$ cat config.mk
export PLATFORM = sky130hd
export DESIGN_NAME = mem_scan_reader_flat
export DESIGN_NICKNAME = d
export VERILOG_FILES = /design/src/rtl/mem_scan_reader_if.sv /design/src/rtl/mem_scan_reader.sv /design/src/flat_wrapper.sv
export SDC_FILE = /design/constraint.sdc
export NUM_CORES = 1
export LEC_CHECK = 0
export ABC_CLOCK_PERIOD_IN_PS = 2840
export BUFFER_PORTS_ARGS = -buffer_cell sky130_fd_sc_hd__buf_2
export CAP_MARGIN = 20
export CORE_MARGIN = 2
export CORE_UTILIZATION = 35
export DETAILED_ROUTE_END_ITERATION = 10
export GPL_TIMING_DRIVEN = 1
export SLEW_MARGIN = 10
export SYNTH_ARGS = -nofsm -noshare
export SYNTH_HDL_FRONTEND = slang
export SYNTH_SLANG_ARGS = --single-unit
$ cat constraint.sdc
create_clock -name clk -period 2.84 [get_ports clk]
set_clock_uncertainty 0.05 [all_clocks]
set_input_delay 0.142 -clock clk [delete_from_list [all_inputs] [get_ports clk]]
set_output_delay 0.142 -clock clk [all_outputs]
set_load 0.02 [all_outputs]
$ cat src/rtl/mem_scan_reader_if.sv
// Memory second read port plus the outgoing byte stream of mem_scan_reader.
interface mem_scan_reader_if #(
  parameter int unsigned ADDR_W = 24
);
  logic [ADDR_W-1:0] address2;
  logic [7:0]        q;
  logic [7:0]        pixel;
  logic              pixel_valid;
  logic              pixel_ready;
  logic              sof;
  logic              eof;

  // Reader side: drives the read address and the stream.
  modport master (
    output address2, pixel, pixel_valid, sof, eof,
    input  q, pixel_ready
  );

  // Memory/sink side.
  modport slave (
    input  address2, pixel, pixel_valid, sof, eof,
    output q, pixel_ready
  );
endinterface

$ cat src/rtl/mem_scan_reader.sv
// Scans a frame of memory through a 1-cycle read port and streams it out
// through a shift-register skid FIFO with sof/eof tags.
module mem_scan_reader #(
  parameter int unsigned       ADDR_W     = 24,
  parameter logic [ADDR_W-1:0] BASE_ADDR  = '0,
  parameter int unsigned       FRAME_SIZE = 64,
  parameter int unsigned       FIFO_DEPTH = 4
) (
  input  logic              clk,
  input  logic              rst,
  input  logic              start,
  input  logic              continuous,
  output logic              busy,
  output logic              done,
  mem_scan_reader_if.master bus
);

  localparam int unsigned IDX_W = (FRAME_SIZE > 1) ? $clog2(FRAME_SIZE) : 1;
  localparam int unsigned CNT_W = $clog2(FIFO_DEPTH + 1);
  localparam int unsigned PTR_W = (FIFO_DEPTH > 1) ? $clog2(FIFO_DEPTH) : 1;
  localparam logic [IDX_W-1:0] LAST_IDX = IDX_W'(FRAME_SIZE - 1);

  typedef enum logic [1:0] {S_IDLE, S_ISSUE, S_DRAIN} state_e;

  state_e            state_q, state_d;
  logic [IDX_W-1:0]  index_q, index_d;
  logic [ADDR_W-1:0] addr_q;
  logic              in_flight_q;
  logic              fl_sof_q, fl_eof_q;
  logic [CNT_W-1:0]  count_q, count_d;
  logic [7:0]        data_q [FIFO_DEPTH];
  logic [7:0]        data_d [FIFO_DEPTH];
  logic              tsof_q [FIFO_DEPTH];
  logic              tsof_d [FIFO_DEPTH];
  logic              teof_q [FIFO_DEPTH];
  logic              teof_d [FIFO_DEPTH];
  logic              valid_q, done_q, busy_q;

  logic              issue_c, last_c, pop_c, push_c, drain_done_c;
  logic [PTR_W-1:0]  wr_idx_c;

  assign last_c       = (index_q == LAST_IDX);
  assign pop_c        = (count_q != '0) && bus.pixel_ready;
  assign push_c       = in_flight_q;
  // Final eof leaves the FIFO with nothing behind it: frame is complete.
  assign drain_done_c = (state_q == S_DRAIN) && pop_c && teof_q[0] &&
                        (count_q == CNT_W'(1)) && !in_flight_q;

  // State register.
  always_ff @(posedge clk or negedge rst) begin
    if (!rst) state_q <= S_IDLE;
    else      state_q <= state_d;
  end

  // Next-state logic.
  always_comb begin
    state_d = state_q;
    case (state_q)
      S_IDLE:  if (start) state_d = S_ISSUE;
      S_ISSUE: if (issue_c && last_c && !continuous) state_d = S_DRAIN;
      S_DRAIN: if (drain_done_c) state_d = S_IDLE;
      default: state_d = S_IDLE;
    endcase
  end

  // Issue decision and next scan index; issue never oversubscribes the FIFO.
  always_comb begin
    issue_c = 1'b0;
    index_d = index_q;
    if (state_q == S_ISSUE &&
        ({1'b0, count_q} + (CNT_W + 1)'(in_flight_q)) < (CNT_W + 1)'(FIFO_DEPTH)) begin
      issue_c = 1'b1;
      index_d = last_c ? '0 : index_q + IDX_W'(1);
    end else if (state_q == S_IDLE) begin
      index_d = '0;
    end
  end

  // Shift-register FIFO: head is always entry 0, slots past count stay zero.
  always_comb begin
    for (int i = 0; i < FIFO_DEPTH; i++) begin
      data_d[i] = data_q[i];
      tsof_d[i] = tsof_q[i];
      teof_d[i] = teof_q[i];
    end
    if (pop_c) begin
      for (int i = 0; i < FIFO_DEPTH - 1; i++) begin
        data_d[i] = data_q[i + 1];
        tsof_d[i] = tsof_q[i + 1];
        teof_d[i] = teof_q[i + 1];
      end
      data_d[FIFO_DEPTH-1] = '0;
      tsof_d[FIFO_DEPTH-1] = 1'b0;
      teof_d[FIFO_DEPTH-1] = 1'b0;
    end
    wr_idx_c = PTR_W'(count_q - CNT_W'(pop_c));
    if (push_c) begin
      data_d[wr_idx_c] = bus.q;
      tsof_d[wr_idx_c] = fl_sof_q;
      teof_d[wr_idx_c] = fl_eof_q;
    end
    count_d = count_q + CNT_W'(push_c) - CNT_W'(pop_c);
  end

  // Datapath registers: scan index, read address, in-flight slot, FIFO, flags.
  always_ff @(posedge clk or negedge rst) begin
    if (!rst) begin
      index_q     <= '0;
      addr_q      <= BASE_ADDR;
      in_flight_q <= 1'b0;
      fl_sof_q    <= 1'b0;
      fl_eof_q    <= 1'b0;
      count_q     <= '0;
      for (int i = 0; i < FIFO_DEPTH; i++) begin
        data_q[i] <= '0;
        tsof_q[i] <= 1'b0;
        teof_q[i] <= 1'b0;
      end
      valid_q     <= 1'b0;
      done_q      <= 1'b0;
      busy_q      <= 1'b0;
    end else begin
      index_q     <= index_d;
      addr_q      <= BASE_ADDR + ADDR_W'(index_d);
      in_flight_q <= issue_c;
      fl_sof_q    <= issue_c && (index_q == '0);
      fl_eof_q    <= issue_c && last_c;
      count_q     <= count_d;
      for (int i = 0; i < FIFO_DEPTH; i++) begin
        data_q[i] <= data_d[i];
        tsof_q[i] <= tsof_d[i];
        teof_q[i] <= teof_d[i];
      end
      valid_q     <= (count_d != '0);
      done_q      <= pop_c && teof_q[0];
      busy_q      <= (state_d != S_IDLE);
    end
  end

  assign bus.address2    = addr_q;
  assign bus.pixel       = data_q[0];
  assign bus.sof         = tsof_q[0];
  assign bus.eof         = teof_q[0];
  assign bus.pixel_valid = valid_q;
  assign busy            = busy_q;
  assign done            = done_q;

endmodule

$ cat src/flat_wrapper.sv
// flat-port wrapper written by rule: the top's interface ports become plain ports
module mem_scan_reader_flat 
#(
  parameter int unsigned       ADDR_W     = 24,
  parameter logic [ADDR_W-1:0] BASE_ADDR  = '0,
  parameter int unsigned       FRAME_SIZE = 64,
  parameter int unsigned       FIFO_DEPTH = 4
)
  (clk, rst, start, continuous, busy, done, bus_address2, bus_pixel, bus_pixel_valid, bus_sof, bus_eof, bus_q, bus_pixel_ready);
  mem_scan_reader_if #(.ADDR_W(ADDR_W)) bus_i ();
  input  logic clk;
  input  logic rst;
  input  logic start;
  input  logic continuous;
  output logic busy;
  output logic done;
  output wire logic [$bits(bus_i.address2)-1:0] bus_address2;
  output wire logic [$bits(bus_i.pixel)-1:0] bus_pixel;
  output wire logic [$bits(bus_i.pixel_valid)-1:0] bus_pixel_valid;
  output wire logic [$bits(bus_i.sof)-1:0] bus_sof;
  output wire logic [$bits(bus_i.eof)-1:0] bus_eof;
  input wire logic [$bits(bus_i.q)-1:0] bus_q;
  input wire logic [$bits(bus_i.pixel_ready)-1:0] bus_pixel_ready;
  assign bus_address2 = bus_i.address2;
  assign bus_pixel = bus_i.pixel;
  assign bus_pixel_valid = bus_i.pixel_valid;
  assign bus_sof = bus_i.sof;
  assign bus_eof = bus_i.eof;
  assign bus_i.q = bus_q;
  assign bus_i.pixel_ready = bus_pixel_ready;
  mem_scan_reader #(.ADDR_W(ADDR_W), .BASE_ADDR(BASE_ADDR), .FRAME_SIZE(FRAME_SIZE), .FIFO_DEPTH(FIFO_DEPTH)) u_core (.clk(clk), .rst(rst), .start(start), .continuous(continuous), .busy(busy), .done(done), .bus(bus_i));
endmodule
==> implementation parameters, run 1 <==
Parameter                              Value

Global route
  Total congestion overflow after global routing ... 0
  Maximum number of pins on one net before global-route repair ... between 40 and 50
  Antenna violations before repair ... 0
  Vias in the first global route ... about 1.8k
  Total GRT Usage ... a little over an eighth
  Global-route wire length before repair ... between 9 and 10 mm

Pwr
  Leak Pwr ... roughly 1.6 nW
  VDD IR-drop max ... 0.000286 V
  Power density relative to cell area ... ~1100 mW/mm^2

Die
  Initial standard-cell utilization of the core ... 36.5%
  Core box area ... roughly 0.0078 sq mm
  Number of rows in the core area ... 32
  DIE HEIGHT ... 94.0 um
  Ports ... 50
  Horizontal die dimension ... between 90 and 100 um
  Overall die area ... approximately 0.009 sq mm

Flow run
  Max-capacitance violation count ... 0

Synthesis
  Share of async-settable or async-resettable flops after synthesis ... 100%
  Mean area per synthesized cell ... about 11 sq um
  Syn. warnings ... 0
  Sequential share of the synthesized area ... between 50% and 60%
  Post-synthesis cell area ... between 0.002 and 0.003 sq mm
  Synth Flop Type ... dfrtp_1
  Gate Count Post-Synth ... 265
  Distinct cell type count of the synthesized netlist ... 37
  Total of flip-flops plus latches after synthesis ... 57
  Number of enable-type register cells in the synthesized netlist ... 0

Critical path
  Worst Setup End Kind ... flop
  Crit-path max FO ... 8
  CP Data Arrival Time ... ~2600 ps
  Largest delay contributor family on the critical path ... adder cells
  Critical path class ... flop to flop
  Most common cell on crit path ... ha_1
  Required time of the critical path ... approximately 3000 ps
  Cell-by-cell listing of the critical path ... o31ai_4, inv_2, ha_1, inv_1, ha_1, fa_1, xnor2_1, or3_1
  Startpoint of the worst-slack reg-to-reg timing path ... u_core.count_q[1]
  Setup slack of the worst register-to-register path ... about 360 ps
  Critical Path Start Type ... flop
  Longest individual stage delay on the worst path ... a little under 500 ps
  Startpoint of the worst setup timing path ... u_core.count_q[1]
  Crit path buffers/inverters ... 2
  Slowest-stage cell, CP ... dfrtp_1

Timing
  Fraction of the cycle the final worst path needs ... roughly 87%
  Final setup margin ... 362 ps
  RSZ-0062 raised after global routing ... no
  Period minus WS final ... between 2000 and 2500 ps
  Max-slew violation count ... 0
  Setup TNS ... 0 ps
  Number of hold violations in the final report ... 0
  Worst Hold Margin ... ~17 ps
  Maximum clock rate ... just over 0.4 GHz
  Count of endpoints failing setup in the final report ... 0

CTS
  Clock latency on the worst-skew pair ... 340 ps
  Number of buffers created by CTS ... 9
  Total of hold buffers inserted after clock tree synthesis ... 7
  Clock root cell ... clkbuf_8
  Number of buffers added for setup after CTS ... 0
  Post-cts sizing count ... 0
  Clock tree from TritonCTS ... built
  Worst-path clk slew ... 60 ps
  Sink count of the clock tree ... between 50 and 60
  Maximum count of clock buffers along a single path ... 2
  H-tree level count ... 3

Placement
  Placement-stage cell area ... roughly 0.0030 sq mm
  HPWL Detailed ... 3.54 mm
  PortBufs ... 31
  Worst slack at placement ... 371 ps
  Last weighted congestion value of the routability-driven placer ... 0.782

Finish
  Final core utilization ... 42.5%
  Share of layout cells above drive strength 1 ... between 20% and 30%
  Most common cell after layout, fill and taps aside ... dfrtp_1
  Post-layout instance area ... ~0.0033 sq mm
  Antenna diode count ... 0
  Area growth from synthesis to final layout ... 16.5%
  Final-stage net count ... 322
  Most frequent cells in the layout ... dfrtp_1, nand2_1, o21ai_0, buf_2, mux2i_1

Worst hold path
  Worst min path class ... input pin to flop
  Launch point of the worst hold path ... start

Routing
  Antenna-violating nets left ... 0
  Total via count in the routed design ... 1918
  Number of DRC markers after the initial detailed-route iteration ... 76
  TritonRoute pass-1 iters ... 4
  Number of remaining DRC errors ... 0
  WL final ... 5.26 mm
  Mean number of vias per cell ... 4.69
  Post-detailed-route wirelength per cell ... 12.9 um

Run status
  Outcome ... finished clean
logic make-up after synthesis:
group / Yosys count / share of synthesized area (%)
compound gates: 55 / 13.8
xor+xnor: 4 / 1.24
fa+ha+maj: 7 / 3.36
buf+inv: 49 / 10.4
flops: 57 / 50.3
mux: 30 / 10.6
other cells: 1 / 0.132
simple gates: 62 / 10.2
cell usage after synthesis, types with 2 or more instances:
library cell / instances / area (sq um)
ha_1: 6 / 75.1
o31ai_2: 2 / 25.0
nor2_1: 11 / 41.3
xor2_1: 2 / 17.5
xnor2_1: 2 / 17.5
and3_1: 2 / 12.5
a31oi_1: 2 / 12.5
nand3_1: 5 / 25.0
o21ai_0: 31 / 155
nand3b_1: 2 / 15.0
buf_4: 29 / 218
buf_2: 2 / 10.0
nand2_1: 32 / 120
a21oi_1: 2 / 10.0
inv_2: 2 / 7.51
nor3_1: 2 / 10.0
inv_1: 10 / 37.5
or3_1: 2 / 12.5
clkbuf_1: 6 / 22.5
mux2i_1: 30 / 300
a22o_1: 11 / 96.3
dfrtp_1: 57 / 1430
final timing paths:
kind,endpoint,cells after the start
min in group asynchronous,u_core.bus.pixel[2],2
worst max-delay path,u_core.bus.pixel_valid,8
worst min register to register,u_core.data_q[5],1
max in group asynchronous,u_core.teof_q[2],4
worst min-delay path,u_core.busy,3
worst max register to register,u_core.bus.pixel_valid,8
state kept, by name, summed over array words and instances, names as in the netlist, 2 cells and up:
register,flops
u_core.data_q,24
u_core.bus.pixel,8
u_core.bus.address2,6
u_core.count_q,3
u_core.teof_q,3
u_core.tsof_q,3
u_core.state_q,2
layer usage:
layer	part of all wire (%)	GRT usage (%)	wire length, um
met5	0	0	0
met4	1.6	5.80	86
met3	4.8	4.82	253
met2	45	19.8	2390
met1	48	17.7	2540
final cells by class:
class | count | area, sq um
tap | 102 | 128
clock buffer | 11 | 151
clock inverter | 5 | 77.6
inverter | 12 | 45.0
fill | 757 | 4470
multi-input combinational | 176 | 1180
sequential | 57 | 1430
timing repair buffer | 46 | 298
tightest hold or removal path, stage by stage:
cell and delay, ps:
buf_2 70, nor2_1 40, o21bai_1 110
metrics by stage:
stage / cells / power, W
global placement: 385 / 0.00260
finish: 409 / 0.00347
detailed placement: 385 / 0.00263
CTS: 408 / 0.00352
global route: 409 / 0.00377
floorplan: 282 / 0.00235
where the power goes:
group / switching (W) / total [W] / internal (W)
sequential: 0.000221 / 0.00131 / 0.00109
clock: 0.000324 / 0.000863 / 0.000538
combinational: 0.000769 / 0.00130 / 0.000532
total: 0.00131 / 0.00347 / 0.00216
No activity file was read; power rests on OpenSTA's default activity.
==> run 2: changes to the inputs <==
--- a/config.mk
+++ b/config.mk
@@ -6,10 +6,10 @@
 export NUM_CORES = 1
 export LEC_CHECK = 0
 export ABC_CLOCK_PERIOD_IN_PS = 2840
-export BUFFER_PORTS_ARGS = -buffer_cell sky130_fd_sc_hd__buf_2
+export BUFFER_PORTS_ARGS = -buffer_cell sky130_fd_sc_hd__buf_4
 export CAP_MARGIN = 20
 export CORE_MARGIN = 2
-export CORE_UTILIZATION = 35
+export CORE_UTILIZATION = 42
 export DETAILED_ROUTE_END_ITERATION = 10
 export GPL_TIMING_DRIVEN = 1
 export SLEW_MARGIN = 10
==> implementation parameters, run 2 (synthesized netlist as in run 1, its figures left out) <==
Parameter                              Value

Global route
  Total congestion overflow after global routing ... 0 (unchanged)
  Maximum number of pins on one net before global-route repair ... 58 (+32%)
  Vias in the first global route ... 1841 (-0.43%)
  Antenna violations before repair ... 0 (unchanged)
  Global-route wire length before repair ... 8.86 mm (-1.8%)
  Total GRT Usage ... 15.5% (+2.1 points)

CTS
  Clock tree from TritonCTS ... built
  Clock root cell ... clkbuf_8
  Number of buffers created by CTS ... 9 (unchanged)
  H-tree level count ... 3 (unchanged)
  Maximum count of clock buffers along a single path ... 2 (unchanged)
  Worst-path clk slew ... 70 ps (about the same)
  Clock latency on the worst-skew pair ... 330 ps (about the same)
  Sink count of the clock tree ... 57 (unchanged)

Critical path
  Startpoint of the worst-slack reg-to-reg timing path ... u_core.count_q[1]
  Worst flop-to-flop path endpoint ... u_core.bus.pixel_valid
  Critical path class ... flop to flop
  Worst Reg-to-Reg Cells ... 8 (unchanged)
  Critical Path Start Type ... flop
  Setup slack of the worst register-to-register path ... 460 ps (+100 ps)
  CP Data Arrival Time ... 2550 ps (-90 ps)
  Crit-path max FO ... 8 (unchanged)
  Required time of the critical path ... 3000 ps (about the same)
  Endpoint of the worst setup timing path ... u_core.bus.pixel_valid
  Startpoint of the worst setup timing path ... u_core.count_q[1]
  Worst Setup End Kind ... flop

Finish
  Most frequent cells in the layout ... dfrtp_1, buf_4, nand2_1
  Fillcell total ... 579 (-24%)
  Multi-input logic area ... 0.00118 sq mm (unchanged)
  Final-stage net count ... 323 (+0.31%)
  Largest register FFs ... 24 (unchanged)
  Area growth from synthesis to final layout ... 17.0%
  Share of layout cells above drive strength 1 ... 20.1% (-0.72 points)
  Antenna diode count ... 0 (unchanged)
  Most flops, register ... u_core.data_q
  Sequential Area ... 0.00143 sq mm (unchanged)
  Most common cell after layout, fill and taps aside ... dfrtp_1

Timing
  Maximum clock rate ... 0.420 GHz (+4.0%)
  Period minus WS final ... 2380 ps (-96.1 ps)
  Setup TNS ... 0 ps (unchanged)
  Slew HR ... 52.1%
  Max-slew violation count ... 0 (unchanged)
  Count of endpoints failing setup in the final report ... 0 (unchanged)
  Worst Hold Margin ... 14.7 ps (-2.63 ps)
  Slew @ Worst Pin ... between 700 and 800 ps
  RSZ-0062 raised after global routing ... no
  Fraction of the cycle the final worst path needs ... 83.9% (-3.4 points)
  Number of hold violations in the final report ... 0 (unchanged)

Routing
  WL final ... 5.23 mm (-0.61%)
  Antenna-violating nets left ... 0 (unchanged)
  Post-detailed-route wirelength per cell ... 13.6 um (+5.6%)
  Number of remaining DRC errors ... 0 (unchanged)
  Mean number of vias per cell ... 4.92 (+5.0%)
  Total via count in the routed design ... 1895 (-1.2%)
  TritonRoute pass-1 iters ... 4 (unchanged)
  Number of DRC markers after the initial detailed-route iteration ... 81 (+6.6%)

Pwr
  Leak Pwr ... 1.58 nW (-0.44%)
  VDD IR-drop max ... 0.000644 V (+120%)
  Power density relative to cell area ... 1030 mW/mm^2 (-1.7%)

Die
  DIE HEIGHT ... 86.1 um (-8.3%)
  Ports ... 50 (unchanged)
  Core box area ... 0.00642 sq mm (-17%)
  Number of rows in the core area ... 29 (-9.4%)
  Initial standard-cell utilization of the core ... 44.1% (+7.6 points)
  Overall die area ... 0.00742 sq mm (-16%)
  Horizontal die dimension ... 86.1 um (-8.3%)

Worst hold path
  Worst min path class ... input pin to flop
  Number of cells on the worst hold path ... 3 (unchanged)

Placement
  HPWL Detailed ... 3.37 mm (-4.6%)
  PortBufs ... 31 (unchanged)
  Last weighted congestion value of the routability-driven placer ... 0.770 (-1.5%)

Run status
  Outcome ... finished clean

Flow run
  Max-capacitance violation count ... 0 (unchanged)
==> run 2: layer usage <==
metal / GRT usage [%] / vias up / wire length, um
li1: - / 953 / -
met1: 22.0 / 893 / 2590
met2: 21.8 / 41 / 2320
met3: 4.62 / 8 / 228
met4: 6.93 / 0 / 95
met5: 0 / - / 0
==> run 2: per-stage QoR <==
step | utilization (%) | total power, W | cell area (sq um) | setup WS (ps) | instances
3_3_place_gp | 47.0 | 0.00266 | 3020 | 524 | 359
5_1_grt | 51.6 | 0.00369 | 3320 | 315 | 385
3_5_place_dp | 47.0 | 0.00270 | 3020 | 440 | 359
4_1_cts | 51.6 | 0.00347 | 3320 | 444 | 385
6_report | 51.6 | 0.00343 | 3320 | 458 | 385
2_1_floorplan | - | 0.00235 | 2900 | 246 | 282
==> run 2: what timing repair did <==
item | in CTS | in global routing
buffers inserted | 0 | 0
gates resized for setup | 0 | 0
hold buffers | 10 | 0
endpoints found under the hold margin | 80 | 0
==> run 2: report_power, final <==
| part | internal, W | leakage [nW] | switching (W) |
|---|---|---|---|
| Sequential | 0.00109 | 0.739 | 0.000215 |
| Combinational | 0.000587 | 0.754 | 0.000790 |
| Clock | 0.000403 | 0.0912 | 0.000346 |
==> run 2: cell type report <==
type | instances | area share [%]
flip-flops and latches | 57 | 43.0
multi-input cells | 176 | 35.5
repair buffers | 47 | 11.4
clock buffers | 9 | 3.73
well taps | 77 | 2.90
clock inverters | 7 | 2.15
inverters | 12 | 1.36
==> run 2: worst max-delay path: stages (launching register included) <==
cell and delay [ps]:
dfrtp_1 500, o31ai_4 300, inv_2 70, ha_1 270
inv_1 40, ha_1 180, fa_1 390, xnor2_1 160
or3_1 300
==> run 2: worst min path at each step <==
stage                              to  start  slack, ps
2_1_floorplan  u_core.bus.address2[0]    rst       -200
3_3_place_gp   u_core.bus.pixel_valid    rst        210
3_5_place_dp   u_core.bus.pixel_valid    rst        200
4_1_cts                   u_core.busy  start         10
5_1_grt                   u_core.busy  start         20
6_report                  u_core.busy  start         10
